<file path="config.mk">
export PLATFORM = sky130hd
export DESIGN_NAME = key_event
export DESIGN_NICKNAME = d
export VERILOG_FILES = /design/src/rtl/key_event.sv
export SDC_FILE = /design/constraint.sdc
export NUM_CORES = 1
export LEC_CHECK = 0
export CELL_PAD_IN_SITES_DETAIL_PLACEMENT = 1
export CELL_PAD_IN_SITES_GLOBAL_PLACEMENT = 2
export CORE_MARGIN = 5
export CORE_UTILIZATION = 40
export DETAILED_ROUTE_END_ITERATION = 16
export DONT_BUFFER_PORTS = 1
export PLACE_DENSITY_LB_ADDON = 0.08
export SLEW_MARGIN = 30
export SYNTH_ARGS = -nofsm -noshare
export SYNTH_HDL_FRONTEND = slang
export SYNTH_SLANG_ARGS = --single-unit
</file>
<file path="constraint.sdc">
create_clock -name sys_clk -period 2.2 [get_ports sys_clk]
set_input_delay 0.44 -clock sys_clk [delete_from_list [all_inputs] [get_ports sys_clk]]
set_output_delay 0.44 -clock sys_clk [all_outputs]
set_load 0.1 [all_outputs]
</file>
<file path="src/rtl/key_event.sv">
// Key event decoder: turns a debounced key level into press, release, short,
// long and auto-repeat pulses. Auto-repeat is built only with KEY_REPEAT_EN.
module key_event #(
    parameter logic ACTIVE_LVL  = 1'b0,
    parameter int   LONG_TIME   = 24000000,
    parameter int   REPEAT_TIME = 4800000,
    parameter int   BITS        = 25
) (
    input  logic sys_clk,
    input  logic sys_rst_n,
    input  logic key_i,
    output logic press_o,
    output logic release_o,
    output logic short_o,
    output logic long_o,
    output logic repeat_o,
    output logic held_o
);

    // state | meaning
    // IDLE  | key released, waiting for a press
    // HELD  | key pressed, counting toward a long press
    // LONG  | long press reached, counting repeat intervals
    typedef enum logic [1:0] {IDLE, HELD, LONG} state_t;

    localparam logic [BITS-1:0] LONG_LAST = BITS'(LONG_TIME - 1);
    localparam int HOLD_MAX = (LONG_TIME > REPEAT_TIME) ? LONG_TIME : REPEAT_TIME;

    // Counter must reach HOLD_MAX-1 without wrapping.
    if (longint'(HOLD_MAX) > (longint'(1) << BITS)) begin : g_bits_too_small
        $error("key_event: BITS too small for LONG_TIME/REPEAT_TIME");
    end

    state_t          state_q;
    logic [BITS-1:0] cnt_q;
    logic            key_d_q;
    logic            press_q;
    logic            release_q;
    logic            short_q;
    logic            long_q;
    logic            held_q;
    logic            press;
    logic            release_ev;

    assign press      = (key_i == ACTIVE_LVL) && (key_d_q != ACTIVE_LVL);
    assign release_ev = (key_i != ACTIVE_LVL) && (key_d_q == ACTIVE_LVL);

`ifdef KEY_REPEAT_EN
    localparam logic [BITS-1:0] REPEAT_LAST = BITS'(REPEAT_TIME - 1);
    logic repeat_q;
`endif

    always_ff @(posedge sys_clk or negedge sys_rst_n) begin
        if (!sys_rst_n) begin
            state_q   <= IDLE;
            cnt_q     <= '0;
            key_d_q   <= ~ACTIVE_LVL;
            press_q   <= 1'b0;
            release_q <= 1'b0;
            short_q   <= 1'b0;
            long_q    <= 1'b0;
            held_q    <= 1'b0;
`ifdef KEY_REPEAT_EN
            repeat_q  <= 1'b0;
`endif
        end else begin
            key_d_q   <= key_i;
            press_q   <= 1'b0;
            release_q <= 1'b0;
            short_q   <= 1'b0;
            long_q    <= 1'b0;
`ifdef KEY_REPEAT_EN
            repeat_q  <= 1'b0;
`endif
            case (state_q)
                IDLE: begin
                    if (press) begin
                        state_q <= HELD;
                        cnt_q   <= '0;
                        press_q <= 1'b1;
                        held_q  <= 1'b1;
                    end
                end
                HELD: begin
                    // Release wins over a coincident long-press terminal count.
                    if (release_ev) begin
                        state_q   <= IDLE;
                        cnt_q     <= '0;
                        release_q <= 1'b1;
                        short_q   <= 1'b1;
                        held_q    <= 1'b0;
                    end else if (cnt_q == LONG_LAST) begin
                        state_q <= LONG;
                        cnt_q   <= '0;
                        long_q  <= 1'b1;
                    end else begin
                        cnt_q <= cnt_q + BITS'(1);
                    end
                end
                LONG: begin
                    if (release_ev) begin
                        state_q   <= IDLE;
                        cnt_q     <= '0;
                        release_q <= 1'b1;
                        held_q    <= 1'b0;
`ifdef KEY_REPEAT_EN
                    end else if (cnt_q == REPEAT_LAST) begin
                        cnt_q    <= '0;
                        repeat_q <= 1'b1;
                    end else begin
                        cnt_q <= cnt_q + BITS'(1);
`endif
                    end
                end
                default: begin
                    state_q <= IDLE;
                    cnt_q   <= '0;
                    held_q  <= 1'b0;
                end
            endcase
        end
    end

    assign press_o   = press_q;
    assign release_o = release_q;
    assign short_o   = short_q;
    assign long_o    = long_q;
    assign held_o    = held_q;
`ifdef KEY_REPEAT_EN
    assign repeat_o  = repeat_q;
`else
    assign repeat_o  = 1'b0;
`endif

endmodule

</file>
; Yosys cells after proc, flatten, opt, wreduce, memory -nomap -nowiden
; Index checks and enable logic that the tools add are counted.
[classes]
muxes = 21
reduce_logical = 7
n_addsub = 1
div = 0
eq_ne = 7
bitwise_logic = 2
n_shift = 0
n_mul = 0
magnitude_cmp = 0
[op_table]
columns = op, count
row1 = $mux 25, 4
row2 = $pmux 25 s3, 1
row3 = $add 25x1->25 const B, 1
row4 = $eq 25x25->1 const B, 1
row5 = $mux 1, 10
row6 = $mux 2, 4
row7 = $pmux 2 s3, 1
row8 = $ne 2x2->1 const B, 2
row9 = $reduce_and 2->1, 2
row10 = $ne 3x3->1 const B, 1
row11 = $reduce_and 3->1, 1
row12 = $eq 2x1->1 const B, 1
row13 = $eq 2x2->1 const B, 1
row14 = $logic_and 1x1->1, 2
row15 = $logic_not 2->1, 1
row16 = $ne 2x1->1 const B, 1
row17 = $not 1->1, 2
row18 = $pmux 1 s2, 1
row19 = $reduce_or 2->1, 1
[totals]
wordCells = 46
ramBits = 0
rom_bits = 0
regBits = 33
latchBits = 0
memories = 0

; Depth between registers and ports, before layout
[logic_depth]
word_depth = 4
depth_mapped = 7
ltp_nobuf = 6

; Least setup slack after synthesis
; No wires, ideal clock.
[synth_path]
kind = register -> register
start = register cnt_q[0]
end = register cnt_q[18]
setup_slack_ns = 0.361
path_stages_with_launch = 7
setup_ns = 0.066
required_ns = 2.134
t_arrival_ns = 1.773
path_buffers = 0
path_cell_list = dfrtp_1 > ha_1 > nand3_1 > or4_1 > o21bai_1 > o31ai_1 > a22o_1
[synth_via]
elab_chain_cells = 4
word_cells_on_any_way = 5
classes_between = 1 x add/sub / 1 x eq/ne / 3 x mux
[synth_lines]
columns = item, line
row1 = "start, declared", 35  ; logic [BITS-1:0] cnt_q;
row2 = "start signal, assigned", 97  ; cnt_q <= cnt_q + BITS'(1);
row3 = $add 25x1->25 or $eq 25x25->1 (tied branches), "97, 92"
row4 = $mux 25 (*), 92  ; end else if (cnt_q == LONG_LAST) begin
row5 = $mux 25 (*), 86  ; if (release_ev) begin
row6 = $pmux 25 s3 (*), 75  ; case (state_q)
; Mark *: on every way between the ends. The rest lies on a longest branch, timed or not.
; A chain may end at the register's enable or synchronous reset.

; Final worst setup path
[layout_path]
start = register cnt_q[0]
end = register cnt_q[5]
; Same word-level chain as after synthesis.

==> metrics.txt <==
status=completed; Clock Skews=0.0127 ns; Via density=5.85; height of the die=about 77 um; full die area=5990 um^2; Final Max Tran Viols=0; largest cells by area after synthesis=dfrtp_1 44%, nor2_1 4.1%, o21ai_0 3.9%; Vias=1,533; yosys warns=0; DIE WIDTH=77.4 um; initial antenna violation count=0; ANT nets after route=0; I/O pins=9; CTS Buf Count=5; Starting Density=41.4%; Post-synth EDFFs=0; clk sinks=33; number of cells on the worst reg-to-reg path=6; Final Non-Filler Cells=262; predominant post-synthesis flop cell=dfrtp_1; max layer used=met4; synthesized area=between 1500 and 2000 um^2; IO buf count=0; WL/cell=18.4 um; # rows=24; CTS root buf=clkbuf_8; total grt overflow=0; area leader, netlist=dfrtp_1; fin crit period=2.04 ns; Routed met3 length=103 um; Total Routing Usage GR=16.7%; n_diodes=0; DP Cell Count=~250; RSZ-0062 raised after global routing=no; Seq/Total Area, Yosys=45.5%; LEAKAGE=roughly 0.94 nW; Clock transition at path regs=0.07 ns; first-pass GRT wire length=8070 um; # nets final=216; CP max FO=9; Post-Place Setup Slack=between 0.15 and 0.2 ns; Hold Path Depth=0; fraction of registers with async set/reset=between 90% and 100%; # setup viols final=0; f_max=490 MHz; CTS H-tree depth=2; VDD IR max=0.414 mV; post-synth cell types=47; metal2 WL=2340 um; Detail Placement HPWL=3500 um; Worst-Margin Slew=0.515 ns; Hold Vio Cnt, Final=0; largest net degree at the start of global routing=34; Post-Syn Instances=~190; clock latency on the worst-skew pair=0.28 ns; Final Wtd Congestion=0.824; number of global-route vias before repair=1,602; CP arrival=2.20 ns; max-cap viol count=0; Final period util=92.7%; final worst slack=0.160 ns; final core utilization=48.3%; worst min path class=primary input to flip-flop; DRT iter0 DRCs=57; P&R area growth vs syn=16.5%; met1 wire length=2330 um; core footprint=4380 um^2; drt first pass iters=4; CTS tree=built; post-CTS sizing=0; layout cells sized above 1=17.6%; CP startpoint kind=flip-flop; final setup TNS=0 ns; deepest clock path buffer count=2; power density cells=884 nW/um^2; WL final=4820 um; FF+latch count, synth=33; top cell type's share of synthesized area=between 40 and 50%; filler instances=between 500 and 600; Post-Syn Area per Cell=about 9.7 um^2; Remaining DRCs=0; WS Path Type=flip-flop to flip-flop; Worst EP required=2.36 ns; relative slew slack=65.5%; Mapped Nets=194; crit end category=flip-flop
[kinds of logic after synthesis]
logic type / share of synthesized area, %
multiplexers: 0.551
adder cells (fa/ha/maj): 2.75
AND/OR/NAND/NOR: 26.3
AO/OA/AOI/OAI: 18.9
flip-flops: 45.5
buffers and inverters: 2.34
other: 0.206
XOR/XNOR: 3.37
[final cells by class]
type | instances | area [um^2] | area share [%]
multi-input cells | 144 | 947 | 44.7
flip-flops and latches | 33 | 827 | 39.1
clock buffers | 7 | 96.3 | 4.55
clock inverters | 1 | 5.00 | 0.236
repair buffers | 18 | 150 | 7.09
inverters | 7 | 26.3 | 1.24
well taps | 52 | 65.1 | 3.07
[stage by stage]
step           instance area [um^2]  hold WS, ns  power, mW
2_1_floorplan                  1820        0.144       1.15
3_3_place_gp                   1990        0.145       1.32
3_5_place_dp                   1990        0.145       1.34
4_1_cts                        2120        0.149       1.89
5_1_grt                        2120        0.133       1.99
6_report                       2120        0.158       1.87
[repair_timing]
item | in CTS | in global routing
hold endpoints to repair | 33 | 0
buffers inserted | 0 | 0
hold buffers | 2 | 0
[report_power, final]
group	internal, mW	switching [mW]	total [mW]
clock network	0.283	0.223	0.506
registers	0.653	0.0339	0.686
logic	0.187	0.491	0.679
total	1.12	0.748	1.87
[synth_stat cells (2+ instances only)]
cell type and n:
dfrtp_1 32, nor2_1 20, o21ai_0 14, nand2_1 13
nand3_1 13, inv_1 7, xor2_1 7, a22o_1 6
and3_1 6, nand4_1 6, o2111ai_1 5, ha_1 4
nand2b_1 4, nor4_1 4, a21oi_1 3, and2_1 3
nor3_1 3, a21o_1 2, a21oi_2 2, nor2_2 2
o2bb2ai_1 2, o31ai_1 2, or3_1 2, or4_1 2
[cells in the final DEF, fill, tap and decap left out, types with 2 or more instances in the layout]
cell type,count
and3_1,6
nor2_2,2
clkbuf_8,7
a21oi_2,2
o2111ai_1,5
a21oi_1,3
and2_1,3
nand2_1,13
o21ai_0,14
nand3_1,13
buf_4,16
nor2_1,20
o2bb2ai_1,2
or3_1,2
nor4_1,4
a21o_1,2
xor2_1,7
nand2b_1,4
nor3_1,3
a22o_1,6
o31ai_1,2
nand4_1,6
or4_1,2
inv_1,7
dfrtp_1,32
ha_1,4
[critical path, stage by stage (launching register included)]
cell and delay (ns):
dfrtp_1 0.41, ha_1 0.22, nand3_1 0.14, nor2_1 0.39, a31o_2 0.37, nor2_1 0.15, a22o_1 0.27
[sequential cells by signal, summed over array words and instances, names as in the netlist]
signal / flops
state_q: 2
long_o: 1
held_o: 1
short_o: 1
cnt_q: 25
key_d_q: 1
release_o: 1
press_o: 1
[routing by layer]
metal,up-vias,GRT usage [%]
met2,19,27.4
li1,737,-
met4,0,4.12
met3,6,3.70
met1,771,22.5
met5,-,0
[path summary, 6_finish.rpt]
check,start,endpoint,slack (ns)
min in group asynchronous,sys_rst_n,cnt_q[12]$_DFFE_PN0P_,0.62
max in group asynchronous,sys_rst_n,key_d_q$_DFF_PN1_,1.34
hold reg to reg,cnt_q[16]$_DFFE_PN0P_,cnt_q[16]$_DFFE_PN0P_,0.53
setup reg to reg,cnt_q[0]$_DFFE_PN0P_,cnt_q[5]$_DFFE_PN0P_,0.16
hold / removal,key_i,key_d_q$_DFF_PN1_,0.16
setup / recovery,cnt_q[0]$_DFFE_PN0P_,cnt_q[5]$_DFFE_PN0P_,0.16
No activity file was read; power rests on OpenSTA's default activity.
